File: src/rtl/led_bank_arbiter.sv
// Round-robin owner of the board LED bank with bounded hold and fairness
// preemption; shows a rotating heartbeat whenever nobody owns the bank.
module led_bank_arbiter #(
   parameter int NREQ     = 4,
   parameter int LED_W    = 6,
   parameter int PERIOD   = 50000000,
   parameter int MAX_HOLD = 5000000
) (
   input  logic                    clk,
   input  logic                    rst_n,
   input  logic [NREQ-1:0]         req,
   input  logic [NREQ*LED_W-1:0]   req_led,
   output logic [NREQ-1:0]         gnt,
   output logic                    busy,
   output logic [LED_W-1:0]        led,
   output logic [1:0]              dbg_state_o
);

   localparam int IDX_W  = $clog2(NREQ);
   localparam int HB_W   = $clog2(PERIOD);
   localparam int HOLD_W = $clog2(MAX_HOLD);
   localparam logic [HB_W-1:0]   HB_LAST   = HB_W'(PERIOD - 1);
   localparam logic [HOLD_W-1:0] HOLD_LAST = HOLD_W'(MAX_HOLD - 1);
   localparam logic [IDX_W-1:0]  LAST_RST  = IDX_W'(NREQ - 1);

   typedef enum logic [1:0] {
      ST_IDLE    = 2'd0,
      ST_GRANT   = 2'd1,
      ST_RELEASE = 2'd2
   } state_t;

   state_t              state_q, state_d;
   logic [NREQ-1:0]     gnt_q, gnt_d;
   logic                busy_q, busy_d;
   logic [LED_W-1:0]    led_q, led_d;
   logic [LED_W-1:0]    hb_q, hb_d;
   logic [HB_W-1:0]     hb_ctr_q, hb_ctr_d;
   logic [HOLD_W-1:0]   hold_ctr_q, hold_ctr_d;
   logic [IDX_W-1:0]    last_q, last_d;

   logic                hb_wrap;
   logic                win_found;
   logic [IDX_W-1:0]    win_idx;
   logic [NREQ-1:0]     win_onehot;
   logic [LED_W-1:0]    win_led;
   logic [LED_W-1:0]    owner_led;
   logic                preempt;

   // Scan downwards so the lowest offset after last_q is the final assignment.
   always_comb begin
      win_found  = 1'b0;
      win_idx    = '0;
      win_onehot = '0;
      for (int k = NREQ; k >= 1; k--) begin
         if (req[(int'(last_q) + k) % NREQ]) begin
            win_found = 1'b1;
            win_idx   = IDX_W'((int'(last_q) + k) % NREQ);
         end
      end
      win_onehot[win_idx] = 1'b1;
   end

   assign win_led   = req_led[int'(win_idx) * LED_W +: LED_W];
   assign owner_led = req_led[int'(last_q) * LED_W +: LED_W];
   assign preempt   = (hold_ctr_q == HOLD_LAST) && ((req & ~gnt_q) != '0);
   assign hb_wrap   = (hb_ctr_q == HB_LAST);

   always_comb begin
      hb_ctr_d   = hb_wrap ? '0 : hb_ctr_q + 1'b1;
      hb_d       = hb_wrap ? {hb_q[LED_W-2:0], hb_q[LED_W-1]} : hb_q;
      state_d    = state_q;
      gnt_d      = gnt_q;
      led_d      = led_q;
      last_d     = last_q;
      hold_ctr_d = hold_ctr_q;
      case (state_q)
         // RELEASE re-arbitrates exactly like IDLE; last_q puts the old owner last.
         ST_IDLE, ST_RELEASE: begin
            if (win_found) begin
               state_d    = ST_GRANT;
               gnt_d      = win_onehot;
               last_d     = win_idx;
               led_d      = win_led;
               hold_ctr_d = '0;
            end else begin
               state_d = ST_IDLE;
               gnt_d   = '0;
               led_d   = hb_d;
            end
         end
         ST_GRANT: begin
            if (!req[last_q] || preempt) begin
               state_d = ST_RELEASE;
               gnt_d   = '0;
            end else begin
               led_d = owner_led;
               if (hold_ctr_q != HOLD_LAST) hold_ctr_d = hold_ctr_q + 1'b1;
            end
         end
         default: begin
            state_d = ST_IDLE;
            gnt_d   = '0;
         end
      endcase
      busy_d = (state_d == ST_GRANT);
   end

   always_ff @(posedge clk or negedge rst_n) begin
      if (!rst_n) begin
         state_q    <= ST_IDLE;
         gnt_q      <= '0;
         busy_q     <= 1'b0;
         led_q      <= LED_W'(1);
         hb_q       <= LED_W'(1);
         hb_ctr_q   <= '0;
         hold_ctr_q <= '0;
         last_q     <= LAST_RST;
      end else begin
         state_q    <= state_d;
         gnt_q      <= gnt_d;
         busy_q     <= busy_d;
         led_q      <= led_d;
         hb_q       <= hb_d;
         hb_ctr_q   <= hb_ctr_d;
         hold_ctr_q <= hold_ctr_d;
         last_q     <= last_d;
      end
   end

   assign gnt         = gnt_q;
   assign busy        = busy_q;
   assign led         = led_q;
   assign dbg_state_o = state_q;

endmodule

File: config.mk
export PLATFORM = sky130hd
export DESIGN_NAME = led_bank_arbiter
export DESIGN_NICKNAME = d
export VERILOG_FILES = /design/src/rtl/led_bank_arbiter.sv
export SDC_FILE = /design/constraint.sdc
export NUM_CORES = 1
export LEC_CHECK = 0
export ABC_AREA = 1
export BUFFER_PORTS_ARGS = -buffer_cell sky130_fd_sc_hd__buf_2
export CAP_MARGIN = 20
export CORE_MARGIN = 2
export CORE_UTILIZATION = 60
export DETAILED_ROUTE_END_ITERATION = 10
export PLACE_DENSITY = 0.79
export SLEW_MARGIN = 25
export SYNTH_ARGS = -nofsm -noshare
export SYNTH_HDL_FRONTEND = slang
export SYNTH_SLANG_ARGS = --single-unit
File: constraint.sdc
create_clock -name clk -period 2.8 [get_ports clk]
set_input_delay 0.7 -clock clk [delete_from_list [all_inputs] [get_ports clk]]
set_output_delay 0.7 -clock clk [all_outputs]
set_load 0.02 [all_outputs]
==> results.cfg, run 1 <==
[outcome]
status = completed

[worst_setup_path]
cp.required_ns = 3.09
worst-path-buf-inv = 1
critPathMaxStageDelay_ns = 0.65
crit_path_start_kind = flip-flop
path_cells = inv_1, nand2_1, nand2_1, nand2_1, nand2_1, nand2_1, nand3_2, nand2_4, nand2_1, nand2_1, nand2_1, nand2_1, nand2_1, nand2_1, nand2_1, nand2_1
crit_top_cell = nand2_1
r2r_start = last_q[0]
worstPathArrival_ns = 2.72
crit_path_end_kind = flip-flop
slowest_stage = dfstp_2
crit_fanout = 16
critPathKind = reg -> reg
setup.worst_path.start = last_q[0]
cpLargestDelayFamily = simple AND/OR/NAND/NOR gates

[floorplanning]
io_pins = 43
die_h_um = 91.4
start_util_pct = 62.5
die_width_um = 91.4
die_area_mm2 = 0.00836
core_area_mm2 = 0.00733
num_rows = 31

[drt]
ant_nets = 0
first_pass_iters = 4
drtIter0Drc = 319
vias = 4314
drc = 0
drt-total-wl_mm = 10.5
routedWlPerCell_um = 13.2
vias_per_cell = 5.46

[global_route]
antenna_found_initial = 0
grt_pass1_vias = 4253
grt_pass1_wl_mm = 18.8
grt_max_degree = 71
grt-ovfl-total = 0
track_usage_pct = 27.0

[sta]
setup_ws_ns = 0.371
fmax_mhz = 412
slew_violations = 0
slew_headroom_pct = 55.3
setup-violations-final = 0
clock_skew_ns = 0.00902
hold_viol_final = 0
hold_ws_ns = 0.366
tightest_slew_ns = 0.662
rsz0062_at_grt = no
fin_crit_sh_pct = 86.8
finalCriticalPeriod_ns = 2.43
setup_tns_ns = 0

[place]
dpl_cell_area_mm2 = 0.00486
dp_cells = 774
pre_cts_slack_ns = 0.321
gp_routability_congestion = 0.929
dpl.hpwl_mm = 7.81
portBuffers = 42

[final_layout]
area_growth_syn_to_layout_pct = 9.99
drive_above_1_share_pct = 15.8
final_common_cell = nand2_1
instances_no_fill = 790
diodes = 0
final_cell_mix = nand2_1, nor2_1, dfrtp_1
fin_nets = 718
final_area_mm2 = 0.00504
fin_util_pct = 68.8

[power_and_ir_drop]
peakVddDrop_v = 0.000781
power_mw = 4.39
leakage_nw = 2.52
p_per_area_mw_per_mm2 = 872

[clocking]
path_clk_slew_ns = 0.07
cts-root-buf = clkbuf_8
cts_max_path_buffers = 2
cts_tree = done
cts_hold_buf = 0
clock_sinks = 70
htreeDepth = 3
clk_latency_ns = 0.35
cts_buffers = 9

[logic_synthesis]
ys_warn_count = 0
synth_area_per_cell_um2 = 7.13
syn-num-nets = 675
syn_area_mm2 = 0.00458
synth_seq_cells = 70
seq_area_frac_synth_pct = 38.3
ys_types = 39
synth_cells = 643

[hold_path]
hp-class = in -> async

[flow_run]
cap_violations = 0
-- routing by layer --
layer / vias to the layer above / GRT usage [%] / share of wire, %
li1: 2167 / - / -
met1: 2005 / 36.4 / 46
met2: 128 / 44.0 / 48
met3: 14 / 5.31 / 5.2
met4: 0 / 8.46 / 1.2
met5: - / 0 / 0
-- synthesized netlist by cell type --
cell | count | share of area, %
a211oi_1 | 6 | 0.98
a21boi_0 | 1 | 0.16
a21oi_1 | 14 | 1.5
a22oi_1 | 2 | 0.33
a31oi_1 | 5 | 0.68
and3_1 | 3 | 0.41
buf_1 | 1 | 0.082
buf_2 | 2 | 0.22
buf_4 | 5 | 0.82
buf_6 | 5 | 1.2
clkbuf_1 | 4 | 0.33
dfrtp_1 | 66 | 36
dfstp_2 | 4 | 2.3
ha_1 | 2 | 0.55
inv_1 | 61 | 5.0
inv_2 | 3 | 0.25
inv_4 | 1 | 0.14
nand2_1 | 215 | 18
nand2_2 | 12 | 1.6
nand2_4 | 2 | 0.49
nand2b_4 | 1 | 0.30
nand3_1 | 52 | 5.7
nand3_2 | 8 | 1.7
nand4_1 | 15 | 2.0
nand4_2 | 1 | 0.27
nor2_1 | 66 | 5.4
nor2_2 | 4 | 0.55
nor3_1 | 16 | 1.7
nor3b_1 | 3 | 0.49
nor4_1 | 14 | 1.9
nor4_4 | 1 | 0.46
nor4b_1 | 1 | 0.19
o21ai_0 | 4 | 0.44
o21ai_1 | 1 | 0.11
o21ai_2 | 8 | 1.5
o22ai_1 | 2 | 0.27
o32ai_1 | 3 | 0.57
xnor2_1 | 3 | 0.57
xor2_1 | 26 | 5.0
-- what timing repair did --
| item | in CTS | in global routing |
|---|---|---|
| hold endpoints to repair | 0 | 0 |
| setup buffers | 0 | 0 |
| resized for setup | 0 | 1 |
| endpoints found under the setup margin | 0 | 3 |
-- report_power, final --
part           total (mW)  internal, mW  leakage (nW)  switching (mW)
registers            1.26          1.15         0.931           0.108
clock network       0.738         0.347        0.0897           0.390
logic                2.40         0.718          1.50            1.68
total                4.39          2.21          2.52            2.18
-- worst paths after layout --
check	cells past startpoint	slack, ns	end
worst max-delay path	16	0.37	led[1]
worst min-delay path	2	0.37	led[1]
worst max register to register	16	0.37	led[1]
worst min register to register	1	0.46	hb_ctr_q[0]
max in group asynchronous	2	2.08	last_q[0]
min in group clk	1	0.46	hb_ctr_q[0]
-- layout make-up --
| cell class | count | area, um^2 |
|---|---|---|
| clock inverters | 5 | 35.0 |
| clock buffers | 11 | 141 |
| well taps | 99 | 124 |
| fillers | 622 | 2290 |
| inverters | 65 | 246 |
| repair buffers | 49 | 275 |
| multi-input cells | 491 | 2460 |
| flip-flops and latches | 70 | 1760 |
-- worst register-to-register path, cell delays in order (launching register included) --
cell and delay (ns):
dfstp_2 0.65, inv_1 0.16, nand2_1 0.11, nand2_1 0.08
nand2_1 0.11, nand2_1 0.12, nand2_1 0.12, nand3_2 0.26
nand2_4 0.30, nand2_1 0.08, nand2_1 0.07, nand2_1 0.05
nand2_1 0.07, nand2_1 0.04, nand2_1 0.06, nand2_1 0.05
nand2_1 0.05
-- logic make-up after synthesis --
kind of cell | count (synthesis) | share of synthesized area (%)
AOI/OAI and AO/OA | 46 | 6.60
xor gates and xnor gates | 29 | 5.54
adders and majority gates | 2 | 0.546
buffers and inverters | 82 | 8.05
DFF | 70 | 38.3
and+or+nand+nor | 414 | 40.9
-- sequential cells by signal (all words and copies together) (netlist names) --
register / count
led: 6
gnt: 4
hb_q: 6
last_q: 2
dbg_state_o: 2
busy: 1
hold_ctr_q: 23
hb_ctr_q: 26
Power figures use the tool's default switching activity.
==> inputs of run 2 (changes only) <==
ABC_AREA = unset   (was 1)
CORE_UTILIZATION = 46   (was 60)
PLACE_DENSITY = 0.63   (was 0.79)
==> run 2 against run 1 <==
Area after synthesis fell by 9.1%. Combinational power down 37%. Wire length shrank 17%. Fmax grew 3.5%. Sequential power about the same. Sequential cell count unchanged. Critical path depth decreased by 10. First-iteration DRC count decreased by 56%.
==> results.cfg, run 2 <==
[logic_synthesis]
synthTopCellsByArea = dfrtp_1, nor2_1, xnor2_1
synthTopCellsByCount = dfrtp_1, nor2_1, nand2_1, xnor2_1, nand3_1
yosys.area.top_type = dfrtp_1
synth_cells = 428
syn_area_mm2 = 0.00417
synthArstFlopShare_pct = 100
ys_warn_count = 0
ys_types = 65
synth_edf_count = 0
synth_area_per_cell_um2 = 9.74
synth_ff_type = dfrtp_1
syn-num-nets = 460
yosys.area.top_type_share_pct = 39.6
synth.most_common_cell = dfrtp_1
synth_seq_cells = 70
seq_area_frac_synth_pct = 42.1

[hold_path]
hp-class = in -> async

[power_and_ir_drop]
peakVddDrop_v = 0.000469
pwr-share-seq_pct = 36.0
clock_power_share_pct = 20.6
internal_power_mw = 2.11
switching_share_pct = 38.7
comb_power_share_pct = 43.4
p_sw_mw = 1.34
p_per_area_mw_per_mm2 = 737
leakage_nw = 2.09

[worst_setup_path]
r2r_cells = 6
critPathKind = reg -> reg
crit_fanout = 12
worstPathArrival_ns = 2.58
crit_path_end = led[1]
crit_path_end_kind = flip-flop
crit_path_start_kind = flip-flop
reg2reg_to = led[1]
setup.worst_path.start = hold_ctr_q[9]
cp.required_ns = 3.03
r2r_slack_ns = 0.45
r2r_start = hold_ctr_q[9]

[final_layout]
fill_cells = 821
fin_util_pct = 53.4
drive_above_1_share_pct = 22.2
largest_reg_flops = 26
instances_no_fill = 586
top_regs = hb_ctr_q x26, hold_ctr_q x23
multiInputGateArea_mm2 = 0.00223
final_cell_mix = dfrtp_1, nor2_1, buf_2
diodes = 0
seq_area_mm2 = 0.00176
fin_nets = 505
final_common_cell = dfrtp_1
area_growth_syn_to_layout_pct = 12.3
regMostFlops = hb_ctr_q
final_area_mm2 = 0.00468

[sta]
tightest_slew_ns = 0.701
fmax_mhz = 426
slew_headroom_pct = 53.3
fin_crit_sh_pct = 83.8
hold_ws_ns = 0.345
slew_violations = 0
setup-violations-final = 0
hold_viol_final = 0
setup_tns_ns = 0
rsz0062_at_grt = no
clock_skew_ns = 0.0106
finalCriticalPeriod_ns = 2.35

[floorplanning]
die_area_mm2 = 0.00984
io_pins = 43
start_util_pct = 47.6
num_rows = 34
die_width_um = 99.2
core_area_mm2 = 0.00876
die_h_um = 99.2

[clocking]
cts_hold_buf = 0
cts_buffers = 9
cts_max_path_buffers = 2
path_clk_slew_ns = 0.08
post-cts-setup-buffer-count = 0
htreeDepth = 3
cts_tree = done
clock_sinks = 70
cts-root-buf = clkbuf_8
clk_latency_ns = 0.34
cts.repair.resized = 0

[flow_run]
cap_violations = 0

[drt]
first_pass_iters = 4
drtIter0Drc = 140
routedWlPerCell_um = 14.8
ant_nets = 0
vias_per_cell = 5.63
drc = 0
vias = 3297
drt-total-wl_mm = 8.65

[global_route]
antenna_found_initial = 0
grt_pass1_vias = 3231
grt-ovfl-total = 0
track_usage_pct = 18.8
grt_pass1_wl_mm = 15.2
grt_max_degree = 49

[place]
gp_routability_congestion = 0.838
dp_cells = 570
dpl.hpwl_mm = 6.26
dpl_cell_area_mm2 = 0.00451
portBuffers = 42

[outcome]
status = completed
==> run 2: cell types whose count changed in the layout (fill, tap and decap cells not counted), sizes merged, moves of 7 or more <==
cell,before,now
buf,49,58
xnor2,3,22
nand3,60,24
nor3b,3,12
nor4,15,8
a22o,0,7
mux4,0,7
mux2i,0,19
inv,66,13
xor2,26,14
nand2,229,38
nor2,70,59
==> run 2: critical path: stages (launching register included) <==
cell and delay (ns):
dfrtp_1 0.49, nor4bb_1 0.34, nand4_1 0.28, nor4_1 0.49, o31a_2 0.35, nor2_1 0.09
a22o_1 0.20
==> run 2: final cells by class <==
class / instances / share of cell area [%]
Inverter: 13 / 1.04
Sequential cell: 70 / 37.5
Clock inverter: 4 / 0.534
Multi-Input combinational cell: 321 / 47.6
Tap cell: 108 / 2.89
Timing Repair Buffer: 58 / 7.32
Clock buffer: 12 / 3.10
==> run 2: kinds of logic after synthesis <==
kind of cell	share of synthesized area, %
compound gates	12.4
xor+xnor	7.56
fa+ha+maj	0.600
buf+inv	4.38
flops	42.1
mux	8.43
simple gates	24.5
==> run 2: metal layers <==
metal | track usage, % | vias to the layer above | wire, um
li1 | - | 1632 | -
met1 | 25.9 | 1588 | 4110
met2 | 30.2 | 71 | 4170
met3 | 2.88 | 6 | 295
met4 | 6.74 | 0 | 71
met5 | 0 | - | 0
==> run 2: power groups by stage <==
stage          clock network, mW  registers [mW]  logic [mW]
2_1_floorplan                  0            1.35        1.03
3_3_place_gp                   0            1.26        1.47
3_5_place_dp                   0            1.26        1.51
4_1_cts                    0.736            1.24        1.51
5_1_grt                    0.780            1.26        1.67
6_report                   0.710            1.24        1.50
==> run 2: how the worst min path moves through the flow <==
stage | startpoint | to | slack (ns) | depth (start not counted)
floorplan | rst_n | busy | 0.40 | 0
global placement | hb_ctr_q[4] | hb_ctr_q[4] | 0.45 | 1
detailed placement | hb_ctr_q[4] | hb_ctr_q[4] | 0.46 | 1
CTS | rst_n | hb_ctr_q[18] | 0.35 | 1
finish | rst_n | hb_ctr_q[16] | 0.35 | 1
global route | rst_n | hb_ctr_q[18] | 0.37 | 1
==> run 2: per-stage QoR <==
| stage | setup slack, ns | total power [mW] |
|---|---|---|
| 2_1_floorplan | 0.477 | 2.38 |
| 3_3_place_gp | 0.305 | 2.74 |
| 3_5_place_dp | 0.285 | 2.77 |
| 4_1_cts | 0.448 | 3.49 |
| 5_1_grt | 0.315 | 3.71 |
| 6_report | 0.453 | 3.45 |
==> inputs of run 3 (changes only) <==
clock period = 2.3 ns   (was 2.8 ns; I/O delays follow)
==> run 3 against run 2 <==
Power grew 28%. Final cell count increased by 3.2%. Critical path depth rose by 1. Critical endpoint is now led[4]. Largest cell class unchanged. Highest routed layer unchanged.
==> results.cfg, run 3 (synthesis gave the netlist of run 2 again) <==
[sta]
clock_skew_ns = 0.0168
hold_viol_final = 0
finalCriticalPeriod_ns = 2.18
slew_violations = 0
setup_ws_ns = 0.123
setup_tns_ns = 0
slew_headroom_pct = 60.2
fin_crit_sh_pct = 94.7
hold_ws_ns = 0.209
setup-violations-final = 0
tightest_slew_ns = 0.595
fmax_mhz = 459

[place]
dpl_cell_area_mm2 = 0.00470
portBuffers = 42
gp_routability_congestion = 0.798
dpl.hpwl_mm = 6.63
dp_cells = 588
pre_cts_slack_ns = 0.0507

[clocking]
clock_sinks = 70
cts_buffers = 9
cts-root-buf = clkbuf_8
path_clk_slew_ns = 0.08
htreeDepth = 3
cts_hold_buf = 0
cts_tree = done
clk_latency_ns = 0.35
cts_max_path_buffers = 2

[floorplanning]
io_pins = 43
core_area_mm2 = 0.00876
num_rows = 34
die_width_um = 99.2
start_util_pct = 47.6
die_h_um = 99.2
die_area_mm2 = 0.00984

[worst_setup_path]
crit_path_start_kind = flip-flop
crit_path_end_kind = flip-flop
path_cells = nor4_2, nand3_2, nor4_4, buf_12, mux2i_2, o2111ai_1, a22o_1
cp.required_ns = 2.52
worstPathArrival_ns = 2.40
crit_fanout = 16
setup.worst_path.start = hb_ctr_q[9]
slowest_stage = dfrtp_1
critPathKind = reg -> reg
r2r_start = hb_ctr_q[9]
critPathMaxStageDelay_ns = 0.42

[flow_run]
cap_violations = 0

[global_route]
grt_pass1_wl_mm = 15.6
antenna_found_initial = 0
track_usage_pct = 19.3
grt-ovfl-total = 0
grt_pass1_vias = 3398
grt_max_degree = 29

[drt]
drc = 0
drt-total-wl_mm = 8.91
ant_nets = 0
first_pass_iters = 4
routedWlPerCell_um = 14.7
vias = 3374
vias_per_cell = 5.58
drtIter0Drc = 138

[final_layout]
diodes = 0
fin_util_pct = 56.2
top_regs = hb_ctr_q x26, hold_ctr_q x23
largest_reg_flops = 26
instances_no_fill = 605
final_common_cell = dfrtp_1
area_growth_syn_to_layout_pct = 18.2
drive_above_1_share_pct = 26.2
final_area_mm2 = 0.00493
fill_cells = 803
fin_nets = 524
regMostFlops = hb_ctr_q
final_cell_mix = dfrtp_1, nor2_1, buf_2

[power_and_ir_drop]
power_mw = 4.42
leakage_nw = 2.21
peakVddDrop_v = 0.000742
p_per_area_mw_per_mm2 = 897

[outcome]
status = completed

[hold_path]
hp-class = in -> async
## run 3: worst paths after layout
path,endpoint,slack (ns),cells after the start
worst max-delay path,led[4],0.12,7
worst min-delay path,hb_ctr_q[9],0.21,1
worst max register to register,led[4],0.12,7
worst min register to register,hb_ctr_q[4],0.48,1
max in group asynchronous,last_q[1],1.49,2
min in group clk,hb_ctr_q[4],0.48,1
## run 3: final cells by class
| type | count | area (um^2) | share of cell area, % |
|---|---|---|---|
| clock inverter | 5 | 58.8 | 1.19 |
| clock buffer | 11 | 141 | 2.87 |
| multi-input combinational | 321 | 2250 | 45.7 |
| tap | 108 | 135 | 2.74 |
| inverter | 13 | 48.8 | 0.991 |
| timing repair buffer | 77 | 536 | 10.9 |
| sequential | 70 | 1760 | 35.7 |
## run 3: metal layers
metal  wire length, um  vias to the layer above  GRT usage [%]
li1                  -                     1664              -
met1              4120                     1642           25.0
met2              4400                       59           33.2
met3               256                        9           2.60
met4               132                        0           6.95
met5                 0                        -              0
## run 3: what timing repair did
item / in CTS / in global routing
setup endpoints to repair: 0 / 9
buffers inserted: 0 / 1
gates resized for setup: 0 / 4
## run 3: where the power goes
part           total [mW]  internal, mW  switching, mW
registers            1.52          1.40          0.114
logic                1.90         0.820           1.08
clock network        1.00         0.531          0.473
total                4.42          2.75           1.66
## run 3: worst max-delay path, delay by kind of cell (launching register included)
kind	cells	cell delay, ns
AO/OA/AOI/OAI	2	0.36
buffers and inverters	1	0.20
flip-flops	1	0.42
multiplexers	1	0.26
AND/OR/NAND/NOR	3	0.81
